File: src/rtl/sync_fifo.sv
// sync_fifo: first-word-fall-through FIFO with a sticky overflow/underflow flag.
// The head entry is presented combinationally on `out`, so a consumer can
// capture it in the same cycle it asserts `pop`. Every output is decoded from
// registered state only, so no input reaches an output combinationally.
module sync_fifo #(
    parameter int WIDTH = 32,
    parameter int DEPTH = 4
) (
    input  logic                       clk,
    input  logic                       reset,
    input  logic                       push,
    input  logic [WIDTH-1:0]           in,
    input  logic                       pop,
    output logic [WIDTH-1:0]           out,
    output logic                       empty,
    output logic                       full,
    output logic [$clog2(DEPTH):0]     count,
    output logic                       err
);

    localparam int AW = $clog2(DEPTH);
    localparam int CW = AW + 1;
    localparam logic [CW-1:0] DEPTH_C = CW'(DEPTH);
    localparam logic [CW-1:0] ONE_C   = CW'(1);
    localparam logic [AW-1:0] STEP_P  = AW'(1);

    // The storage array has no reset: stale contents stay hidden because
    // `out` is masked whenever the FIFO is empty.
    logic [WIDTH-1:0] mem [DEPTH];

    logic [AW-1:0] rd_reg;
    logic [AW-1:0] wr_reg;
    logic [CW-1:0] count_reg;
    logic          err_reg;

    logic do_push;
    logic do_pop;
    logic bad_op;

    assign empty = (count_reg == '0);
    assign full  = (count_reg == DEPTH_C);

    // A push into a full FIFO is legal only when the head leaves in the same
    // cycle; a pop from an empty FIFO is always dropped, even with a push.
    assign do_push = push && (!full || pop);
    assign do_pop  = pop && !empty;
    assign bad_op  = (push && full && !pop) || (pop && empty);

    // Tail write into the storage array.
    always_ff @(posedge clk) begin
        if (do_push) begin
            mem[wr_reg] <= in;
        end
    end

    // Pointers and occupancy; the pointers wrap on their own width and the
    // count tells full apart from empty.
    always_ff @(posedge clk or posedge reset) begin
        if (reset) begin
            rd_reg    <= '0;
            wr_reg    <= '0;
            count_reg <= '0;
        end else begin
            if (do_push) begin
                wr_reg <= wr_reg + STEP_P;
            end
            if (do_pop) begin
                rd_reg <= rd_reg + STEP_P;
            end
            if (do_push && !do_pop) begin
                count_reg <= count_reg + ONE_C;
            end else if (do_pop && !do_push) begin
                count_reg <= count_reg - ONE_C;
            end
        end
    end

    // Sticky error flag: set by any dropped push or pop, cleared only by reset.
    always_ff @(posedge clk or posedge reset) begin
        if (reset) begin
            err_reg <= 1'b0;
        end else if (bad_op) begin
            err_reg <= 1'b1;
        end
    end

    assign out   = empty ? '0 : mem[rd_reg];
    assign count = count_reg;
    assign err   = err_reg;

endmodule
File: config.mk
export PLATFORM = sky130hd
export DESIGN_NAME = sync_fifo
export DESIGN_NICKNAME = d
export VERILOG_FILES = /design/src/rtl/sync_fifo.sv
export SDC_FILE = /design/constraint.sdc
export NUM_CORES = 1
export LEC_CHECK = 0
export CELL_PAD_IN_SITES_DETAIL_PLACEMENT = 1
export CELL_PAD_IN_SITES_GLOBAL_PLACEMENT = 2
export CORE_MARGIN = 10
export CORE_UTILIZATION = 40
export DETAILED_ROUTE_END_ITERATION = 8
export GPL_ROUTABILITY_DRIVEN = 0
export GPL_TIMING_DRIVEN = 0
export PLACE_DENSITY = 0.82
export SYNTH_ARGS = -nofsm -noshare
export SYNTH_HDL_FRONTEND = slang
export SYNTH_SLANG_ARGS = --single-unit
File: constraint.sdc
create_clock -name clk -period 2.2 [get_ports clk]
set_input_delay 0.44 -clock clk [delete_from_list [all_inputs] [get_ports clk]]
set_output_delay 0.44 -clock clk [all_outputs]
set_load 0.005 [all_outputs]
==> out/results.md, run 1 <==
### Outcome
* **result of the run** finished with violations
* **violations in the final reports** negative setup slack

### Setup path
* **cell type of the slowest stage on the worst timing path** mux4_2
* **r2r setup slk** 90 ps
* **worst r2r src** count[1]$_DFFE_PP0P_
* **critical path's largest stage delay** 500 ps
* **launch point of the worst path** rd_reg[0]$_DFFE_PP0P_
* **highest net fanout along the worst path** 5
* **reg-to-reg endpoint** count[1]$_DFFE_PP0P_
* **critical path data required time** 1760 ps
* **Crit path top cell by count** buf_12
* **worst setup path end** out[14]
* **CP Capture Type** primary output
* **Worst Reg-to-Reg Cells** 7
* **CP cell instances** buf_12 -> buf_12 -> buf_12 -> mux4_2 -> and2b_1 -> buf_2
* **arrival time reported for the critical path endpoint** 1950 ps
* **launching element type of the critical path** flip-flop
* **Setup CP Type** flip-flop to primary output

### Synth
* **cell count after synthesis** 243
* **#FFs+latches synth** 136
* **portion of netlist area occupied by mux cells** 14.0%
* **cell area after synthesis** 5350 µm²
* **count of synthesis-stage warnings from yosys** 0
* **total nets after synthesis** 285
* **portion of the post-synthesis area used by sequential elements** 75.6%
* **synthesized area divided by synthesized cell count** 22.0 µm²
* **library cell with the largest summed area after synthesis** edfxtp_1
* **adder-cell area share of the yosys netlist** 1.54%
* **fraction of the mapped netlist area in compound gates** 0.398%
* **number of enable flip-flop cells after synthesis** 128
* **most frequently used flop master after synthesis** edfxtp_1
* **number of distinct library cells after synthesis** 25
* **FFs w/ async S/R, synth** 5.88%
* **xor/xnor share of the synthesized area** 0.983%
* **area fraction in and, or, nand and nor cells after synthesis** 5.31%
* **most area-consuming cells after synthesis** edfxtp_1 (72%), mux4_2 (13%), dfrtp_1 (3.7%), nor2b_1 (2.7%), and2b_1 (1.4%)
* **dominant combinational cell family by area after synthesis** multiplexers
* **area share of the largest cell type after synthesis** 71.9%

### Route
* **mean routed wirelength per cell** 21.0 µm
* **Detailed Routing Iterations Pass 1** 4
* **vias per cell** 4.91
* **number of DRC violations after detailed routing** 0
* **drt first-iter violations** 138
* **wire length after detailed routing** 11600 µm
* **via count** 2713
* **post-route antenna net violation count** 0

### Final layout
* **number of fillers in the final layout** 1183
* **register cell area after layout** 4050 µm²
* **n_diodes** 0
* **flip-flop count of the largest register after layout** 128
* **most common cell after layout, fill and taps aside** edfxtp_1
* **total area of multi-input combinational cells** 1310 µm²
* **net count of the finished layout** 405
* **share of layout cells above drive strength 1** 40.7%
* **growth of design area from synthesis to finish** 36.0%
* **commonest non-fill, non-tap cells in the layout** edfxtp_1 (128), clkdlybuf4s50_1 (39), mux4_2 (32), buf_2 (29), clkbuf_16 (18)
* **number of cells in the finished layout apart from fillers** 552

### Die
* **initial core utilization** 40.5%
* **core area** 13200 µm²
* **die outline height** 136 µm
* **Site Rows** 42
* **total die area** 18400 µm²
* **io pins** 74
* **width of the die** 136 µm

### Timing
* **tightest slew margin relative to the limit** 62.7%
* **Final min period** 2390 ps
* **number of setup violations in the final report** 32
* **number of hold violations in the final report** 0
* **transition time at the pin with the least slew margin** 560 ps
* **ratio of final minimum period to clock period** 109%
* **unrepaired setup endpoints after global routing** true
* **Max Slew Vio Count** 0
* **Layout Skew** 4.43 ps
* **Final Worst Setup Slack** -190 ps
* **upper clock frequency limit** 418 MHz
* **post-route worst hold slack** 289 ps

### Clock network
* **root cell of the clock tree** clkbuf_16
* **insertion delay of the later-clocked pin in the worst-skew pair** 410 ps
* **# hold bufs at CTS** 0
* **CTS HTree Levels** 4
* **CTS tree** done
* **clock-pin slew on the worst setup and hold paths** 60 ps
* **Clock Tree Buf Depth** 2
* **clock buffers created by TritonCTS** 17
* **TritonCTS sink count** 136

### Placement
* **I/O Buffers** 73
* **Post-Place Cells** 496
* **HPWL after DPL** 7150 µm

### Pwr
* **largest voltage drop on the vdd net** 0.000717 V
* **total power density per cell area** 1420 nW/µm²
* **leakage power** 2.64 nW

### Global routing
* **pin count of the biggest net entering global routing** 23
* **Overall Global Routing Usage** 13.1%
* **number of global-route vias before repair** 3153
* **antenna violations before repair** 0
* **Remaining Overflow, GRT** 0
* **first-pass GRT wire length** 17800 µm

### Worst hold path
* **worst min-delay path class** primary input to async pin

### Job
* **MaxCap Viol Count** 0

## worst max-delay path: cells and delay by family (launching register included)
family / cells / cell delay, ps
buf+inv: 4 / 490
flops: 1 / 380
mux: 1 / 500
simple gates: 1 / 170
## worst min-delay path by stage
stage / start / endpoint / slack (ps)
after global placement: err$_DFFE_PP0P_ / err$_DFFE_PP0P_ / 480
after detailed placement: err$_DFFE_PP0P_ / err$_DFFE_PP0P_ / 480
after floorplan: reset / count[0]$_DFFE_PP0P_ / 260
final: reset / wr_reg[1]$_DFFE_PP0P_ / 290
after global routing: reset / wr_reg[1]$_DFFE_PP0P_ / 310
after CTS: reset / wr_reg[1]$_DFFE_PP0P_ / 280
## cells by family (layout without fill, tap and decap cells)
family / count (synthesis) / count (layout)
DFF: 136 / 136
adders and majority gates: 6 / 6
and+or+nand+nor: 43 / 43
muxes: 34 / 34
xor gates and xnor gates: 6 / 6
buffers and inverters: 16 / 149
AOI/OAI and AO/OA: 2 / 2
## metal layers
layer | share of wire (%) | GRT usage, %
met5 | 0 | 0
met4 | 1.2 | 4.67
met3 | 5.1 | 4.90
met2 | 52 | 22.1
met1 | 41 | 14.7
## report_power, final
group | switching [mW] | internal, mW
logic | 1.69 | 2.39
clock network | 0.993 | 1.64
registers | 0.177 | 3.43
## layout make-up
class,instances,area share [%]
Timing Repair Buffer,102,13.5
Sequential cell,136,55.7
Clock buffer,21,6.06
Clock inverter,11,1.46
Tap cell,176,3.03
Buffer,10,1.93
Multi-Input combinational cell,91,18.1
Inverter,5,0.258
## stage by stage
stage / area [µm²] / setup TNS [ps] / utilization [%] / setup WS (ps) / power [mW]
floorplan: 5350 / 0 / - / 110 / 5.45
global placement: 6300 / -152240 / 47.7 / -1090 / 7.07
detailed placement: 6400 / -41200 / 48.6 / -560 / 7.26
CTS: 7170 / -6010 / 54.3 / -236 / 10.2
global route: 7270 / -7530 / 55.1 / -285 / 10.9
finish: 7270 / -4950 / 55.1 / -190 / 10.3
## synthesized netlist by cell type, types with 3 or more instances
| library cell | instances |
|---|---|
| ha_1 | 5 |
| mux4_2 | 30 |
| buf_2 | 3 |
| and2b_1 | 10 |
| xnor2_1 | 3 |
| nor2b_1 | 23 |
| inv_1 | 5 |
| edfxtp_1 | 128 |
| and2_1 | 4 |
| dfrtp_1 | 8 |
| xor2_1 | 3 |
| clkbuf_1 | 4 |
## timing repair
action,4_1_cts,5_1_grt
buffers inserted,20,4
pin swaps,2,1
setup endpoints to repair,36,77
gates cloned,2,0
resized for setup,177,20
Note: power is estimated with default switching activity, not from simulation.
==> run 2: changes to the inputs <==
--- a/config.mk
+++ b/config.mk
@@ -8,11 +8,11 @@
 export CELL_PAD_IN_SITES_DETAIL_PLACEMENT = 1
 export CELL_PAD_IN_SITES_GLOBAL_PLACEMENT = 2
 export CORE_MARGIN = 10
-export CORE_UTILIZATION = 40
+export CORE_UTILIZATION = 42
 export DETAILED_ROUTE_END_ITERATION = 8
 export GPL_ROUTABILITY_DRIVEN = 0
 export GPL_TIMING_DRIVEN = 0
-export PLACE_DENSITY = 0.82
+export PLACE_DENSITY = 0.85
 export SYNTH_ARGS = -nofsm -noshare
 export SYNTH_HDL_FRONTEND = slang
 export SYNTH_SLANG_ARGS = --single-unit
==> run 2 against run 1 <==
Net effect: the run still ends with negative setup slack left; core utilization rose by 3.6 points; worst setup slack got worse by 63 ps; sequential power barely moved; clock-buffer cell count did not move; non-clock buffer count rose by 14; critical path depth rose by 1; global-route usage rose by 0.99 points; register-to-register slack improved by 30 ps; critical endpoint is now out[8]; largest cell class unchanged; largest power group unchanged; highest routed layer unchanged.
==> out/results.md, run 2 (synthesized netlist as in run 1, its figures left out) <==
### Outcome
* **result of the run** finished with violations, unchanged
* **violations in the final reports** negative setup slack, unchanged

### Setup path
* **CP cell instances** buf_6 -> buf_12 -> buf_12 -> buf_12 -> mux4_2 -> and2b_1 -> buf_2, was buf_12 -> buf_12 -> buf_12 -> mux4_2 -> and2b_1 -> buf_2
* **cell type of the slowest stage on the worst timing path** mux4_2, unchanged
* **critical path data required time** 1760 ps, about the same
* **highest net fanout along the worst path** 5, unchanged
* **launching element type of the critical path** flip-flop, unchanged
* **Crit path top cell by count** buf_12, unchanged
* **arrival time reported for the critical path endpoint** 2010 ps, was 1950 ps
* **cell family contributing the most delay on the critical path** buffers and inverters, was multiplexers
* **CP Capture Type** primary output, unchanged
* **Setup CP Type** flip-flop to primary output, unchanged
* **critical path's largest stage delay** 420 ps, was 500 ps
* **buffering stage count on the worst path with inverters included** 5, was 4

### Die
* **width of the die** 133 µm, was 136 µm
* **Site Rows** 41, was 42
* **die outline height** 133 µm, was 136 µm
* **io pins** 74, unchanged
* **core area** 12600 µm², was 13200 µm²
* **initial core utilization** 42.5%, was 40.5%
* **total die area** 17600 µm², was 18400 µm²

### Global routing
* **Remaining Overflow, GRT** 0, unchanged
* **antenna violations before repair** 0, unchanged
* **Overall Global Routing Usage** 14.0%, was 13.1%
* **first-pass GRT wire length** 18500 µm, was 17800 µm
* **number of global-route vias before repair** 3196, was 3153
* **pin count of the biggest net entering global routing** 23, unchanged

### Timing
* **upper clock frequency limit** 408 MHz, was 418 MHz
* **post-route worst hold slack** 290 ps, was 289 ps
* **Final min period** 2450 ps, was 2390 ps
* **ratio of final minimum period to clock period** 112%, was 109%
* **Max Slew Vio Count** 0, unchanged
* **Layout Skew** 8.02 ps, was 4.43 ps
* **number of setup violations in the final report** 32, unchanged
* **Final Worst Setup Slack** -253 ps, was -190 ps
* **number of hold violations in the final report** 0, unchanged
* **unrepaired setup endpoints after global routing** true, unchanged
* **transition time at the pin with the least slew margin** 461 ps, was 560 ps
* **tightest slew margin relative to the limit** 69.3%, was 62.7%

### Placement
* **Post-Place Cells** 492, was 496
* **HPWL after DPL** 7230 µm, was 7150 µm
* **I/O Buffers** 73, unchanged

### Worst hold path
* **worst min-delay path class** primary input to async pin, unchanged

### Route
* **met2 layer wire length in the routed design** 6110 µm, was 6070 µm
* **wire length after detailed routing** 12000 µm, was 11600 µm
* **post-route antenna net violation count** 0, unchanged
* **drt first-iter violations** 188, was 138
* **Detailed Routing Iterations Pass 1** 4, unchanged
* **via count** 2762, was 2713
* **Max Used Layer** met4, unchanged
* **vias per cell** 4.94, was 4.91
* **number of DRC violations after detailed routing** 0, unchanged
* **mean routed wirelength per cell** 21.4 µm, was 21.0 µm
* **routed metal-1 wire length** 5140 µm, was 4800 µm
* **Met3 Routed Length** 576 µm, was 595 µm

### Clock network
* **root cell of the clock tree** clkbuf_16, unchanged
* **TritonCTS sink count** 136, unchanged
* **insertion delay of the later-clocked pin in the worst-skew pair** 410 ps, about the same
* **CTS tree** done, unchanged
* **clock-pin slew on the worst setup and hold paths** 50 ps, was 60 ps
* **Clock Tree Buf Depth** 2, unchanged
* **CTS HTree Levels** 4, unchanged
* **clock buffers created by TritonCTS** 17, unchanged

### Final layout
* **commonest non-fill, non-tap cells in the layout** edfxtp_1 (128), clkdlybuf4s50_1 (38), mux4_2 (32), buf_2 (26), buf_4 (22), was edfxtp_1 (128), clkdlybuf4s50_1 (39), mux4_2 (32), buf_2 (29), clkbuf_16 (18)
* **number of cells in the finished layout apart from fillers** 559, was 552
* **flip-flop count of the largest register after layout** 128, unchanged
* **number of fillers in the final layout** 1084, was 1183
* **share of layout cells above drive strength 1** 43.5%, was 40.7%
* **growth of design area from synthesis to finish** 38.0%, was 36.0%
* **net count of the finished layout** 419, was 405
* **most common cell after layout, fill and taps aside** edfxtp_1, unchanged

### Pwr
* **leakage power** 2.71 nW, was 2.64 nW
* **Power Total** 10.4 mW, was 10.3 mW
* **total power density per cell area** 1410 nW/µm², was 1420 nW/µm²
* **largest voltage drop on the vdd net** 0.000519 V, was 0.000717 V

### Job
* **MaxCap Viol Count** 0, unchanged

## run 2: final cells by class
type	instances	area (µm²)	share of cell area, %
Inverter	5	18.8	0.254
Timing Repair Buffer	116	1130	15.3
Tap cell	172	215	2.92
Clock buffer	21	440	5.97
Multi-Input combinational cell	91	1340	18.2
Antenna cell	1	2.50	0.0339
Clock inverter	7	57.6	0.780
Buffer	10	126	1.71
Sequential cell	136	4050	54.9
## run 2: worst reg2reg max path: cells and delay by family, from the launching register on
family	cells	cell delay [ps]
simple gates	1	280
fa+ha+maj	2	620
flops	1	440
buf+inv	2	220
compound gates	1	140
mux	1	280
## run 2: final timing paths
kind | from | slack (ps) | endpoint | depth (start not counted)
max | rd_reg[0]$_DFFE_PP0P_ | -250 | out[8] | 7
min | reset | 290 | wr_reg[1]$_DFFE_PP0P_ | 2
max reg2reg | count[0]$_DFFE_PP0P_ | 120 | count[1]$_DFFE_PP0P_ | 7
min reg2reg | err$_DFFE_PP0P_ | 510 | err$_DFFE_PP0P_ | 1
max in group asynchronous | reset | 1630 | count[1]$_DFFE_PP0P_ | 2
min in group clk | pop | 500 | err$_DFFE_PP0P_ | 2
## run 2: per-stage QoR
step	util [%]	setup TNS, ps	instance area [µm²]	setup slack (ps)
final	58.7	-5530	7380	-253
after global routing	58.7	-9340	7380	-371
after floorplan	-	0	5350	110
after CTS	57.2	-7130	7180	-303
after detailed placement	50.9	-39360	6390	-510
after global placement	50.1	-151620	6290	-1100
## run 2: repair_timing
action | in CTS | in global routing
endpoints found under the hold margin | 0 | 0
gates resized for setup | 180 | 34
buffers inserted | 24 | 20
hold buffers | 0 | 0
cloned | 2 | 0
setup endpoints to repair | 36 | 33
pin swaps | 1 | 4
## run 2: report_power, final
group	leakage, nW	internal [mW]	total (mW)	switching (mW)
registers	1.26	3.43	3.60	0.175
clock network	0.247	1.51	2.44	0.935
logic	1.20	2.61	4.38	1.77
total	2.71	7.54	10.4	2.88
## run 2: layer usage
layer,vias to the layer above,track usage [%]
met3,14,4.96
met1,1446,16.6
met5,-,0
li1,1233,-
met2,69,23.2
met4,0,4.89
==> run 3: changes to the inputs <==
--- a/config.mk
+++ b/config.mk
@@ -13,6 +13,7 @@
 export GPL_ROUTABILITY_DRIVEN = 0
 export GPL_TIMING_DRIVEN = 0
 export PLACE_DENSITY = 0.85
+export REMOVE_ABC_BUFFERS = 1
 export SYNTH_ARGS = -nofsm -noshare
 export SYNTH_HDL_FRONTEND = slang
 export SYNTH_SLANG_ARGS = --single-unit
==> run 3 against run 2 <==
Net effect: the run still ends with negative setup slack left; clock power fell by 4%; combinational power fell by 4%; via count fell by 1.9%; cell area fell by 1.7%; register-to-register slack got worse by 40 ps; non-clock buffer count fell by 13; core utilization fell by 1.0 points; die area did not move; global-route usage rose by 0.80 points; critical endpoint is now out[10]; largest power group unchanged.
==> out/results.md, run 3 (synthesized netlist as in run 1, its figures left out) <==
### Pwr
* **leakage power** 2.61 nW, was 2.71 nW
* **Power Total** 10.2 mW, was 10.4 mW
* **total power density per cell area** 1410 nW/µm², about the same
* **largest voltage drop on the vdd net** 0.000624 V, was 0.000519 V

### Clock network
* **Clock Tree Buf Depth** 2, unchanged
* **insertion delay of the later-clocked pin in the worst-skew pair** 420 ps, was 410 ps
* **CTS HTree Levels** 4, unchanged
* **TritonCTS sink count** 136, unchanged
* **clock buffers created by TritonCTS** 17, unchanged
* **root cell of the clock tree** clkbuf_16, unchanged
* **clock-pin slew on the worst setup and hold paths** 60 ps, was 50 ps
* **# hold bufs at CTS** 0, unchanged
* **CTS tree** done, unchanged

### Timing
* **total negative slack for setup checks** -7970 ps, was -5530 ps
* **number of hold violations in the final report** 0, unchanged
* **number of setup violations in the final report** 32, unchanged
* **transition time at the pin with the least slew margin** 495 ps, was 461 ps
* **Max Slew Vio Count** 0, unchanged
* **tightest slew margin relative to the limit** 67.0%, was 69.3%
* **Final min period** 2560 ps, was 2450 ps
* **ratio of final minimum period to clock period** 116%, was 112%
* **upper clock frequency limit** 390 MHz, was 408 MHz
* **unrepaired setup endpoints after global routing** true, unchanged
* **Layout Skew** 7.58 ps, was 8.02 ps
* **Final Worst Setup Slack** -362 ps, was -253 ps

### Setup path
* **reg-to-reg endpoint** count[2]$_DFFE_PP0P_, was count[1]$_DFFE_PP0P_
* **worst r2r src** count[2]$_DFFE_PP0P_, was count[0]$_DFFE_PP0P_
* **r2r setup slk** 80 ps, was 120 ps
* **launching element type of the critical path** flip-flop, unchanged
* **arrival time reported for the critical path endpoint** 2120 ps, was 2010 ps
* **highest net fanout along the worst path** 5, unchanged
* **critical path data required time** 1760 ps, about the same
* **Worst Reg-to-Reg Cells** 9, was 7
* **CP Capture Type** primary output, unchanged
* **Setup CP Type** flip-flop to primary output, unchanged

### Placement
* **placed standard-cell area** 6340 µm², was 6390 µm²
* **pre-CTS setup slack** -524 ps, was -510 ps
* **Post-Place Cells** 483, was 492
* **HPWL after DPL** 6680 µm, was 7230 µm
* **I/O Buffers** 73, unchanged

### Route
* **via count** 2709, was 2762
* **drt first-iter violations** 153, was 188
* **wire length after detailed routing** 12300 µm, was 12000 µm
* **post-route antenna net violation count** 0, unchanged
* **vias per cell** 4.94, about the same
* **mean routed wirelength per cell** 22.4 µm, was 21.4 µm
* **Detailed Routing Iterations Pass 1** 6, was 4
* **number of DRC violations after detailed routing** 0, unchanged

### Die
* **io pins** 74, unchanged
* **initial core utilization** 42.5%, unchanged
* **core area** 12600 µm², unchanged
* **total die area** 17600 µm², unchanged
* **die outline height** 133 µm, unchanged
* **width of the die** 133 µm, unchanged
* **Site Rows** 41, unchanged

### Global routing
* **Overall Global Routing Usage** 14.8%, was 14.0%
* **Remaining Overflow, GRT** 0, unchanged
* **antenna violations before repair** 1, was 0
* **pin count of the biggest net entering global routing** 21, was 23
* **first-pass GRT wire length** 19200 µm, was 18500 µm
* **number of global-route vias before repair** 3165, was 3196

### Final layout
* **net count of the finished layout** 407, was 419
* **total non-filler cell area in the finished layout** 7250 µm², was 7380 µm²
* **number of cells in the finished layout apart from fillers** 548, was 559
* **share of layout cells above drive strength 1** 41.0%, was 43.5%
* **flip-flop count of the largest register after layout** 128, unchanged
* **most common cell after layout, fill and taps aside** edfxtp_1, unchanged
* **n_diodes** 0, was 1
* **commonest non-fill, non-tap cells in the layout** edfxtp_1 (128), clkdlybuf4s50_1 (39), mux4_2 (32), buf_2 (24), buf_4 (20), was edfxtp_1 (128), clkdlybuf4s50_1 (38), mux4_2 (32), buf_2 (26), buf_4 (22)
* **growth of design area from synthesis to finish** 35.6%, was 38.0%

### Outcome
* **violations in the final reports** negative setup slack, unchanged
* **result of the run** finished with violations, unchanged

### Worst hold path
* **worst min-delay path class** primary input to async pin, unchanged

### Job
* **MaxCap Viol Count** 0, unchanged

## run 3: cell types whose count changed in the layout (fill, tap and decap cells not counted), sizes merged
cell	change
buf	-14
bufinv	-1
clkbuf	+1
clkdlybuf4s50	+1
clkinv	+2
diode	-1
dlygate4sd2	+1
dlymetal6s2s	-1
nor3	+1
## run 3: critical path, stage by stage (launching register included)
cell and delay, ps:
dfrtp_4 490, buf_12 140, buf_12 120, buf_16 130, buf_8 130, mux4_2 420
nor2b_4 140, buf_2 120
## run 3: through the flow
step,hold WS (ps),util (%)
detailed placement,464,50.5
finish,281,57.7
floorplan,256,-
CTS,271,56.9
global placement,472,49.3
global route,279,57.7
## run 3: how the worst max path moves through the flow
stage                               start              endpoint  slack, ps  cells after the start
global route        rd_reg[0]$_DFFE_PP0P_               out[10]       -420                      7
finish              rd_reg[0]$_DFFE_PP0P_               out[10]       -360                      7
detailed placement   count[0]$_DFFE_PP0P_  count[2]$_DFFE_PP0P_       -520                      8
CTS                 rd_reg[0]$_DFFE_PP0P_               out[25]       -350                      7
global placement     count[0]$_DFFE_PP0P_  count[2]$_DFFE_PP0P_      -1680                      8
floorplan            count[0]$_DFFE_PP0P_  count[2]$_DFFE_PP0P_       -600                      8
## run 3: repair_timing
item / CTS / global route
cloned: 4 / 0
setup endpoints to repair: 36 / 95
buffers inserted: 28 / 6
pin swaps: 3 / 1
resized for setup: 149 / 34
## run 3: area by class of cell
cell class                 count  area (µm²)
clock buffer                  22         444
timing repair buffer         113        1160
sequential                   136        4060
tap                          172         215
fill                        1114        5320
inverter                       5        18.8
multi-input combinational     92        1330
clock inverter                 8        33.8
## run 3: power by group
group	internal, mW	leakage, nW	switching (mW)
logic	2.47	1.12	1.73
registers	3.44	1.26	0.232
clock network	1.39	0.235	0.955
## run 3: per-layer routing
metal	vias to the layer above	global-route usage, %	part of all wire (%)
met5	-	0	0.11
met4	2	5.32	1.4
met3	17	5.72	5.6
met2	79	24.0	52
met1	1399	17.7	41
li1	1212	-	-
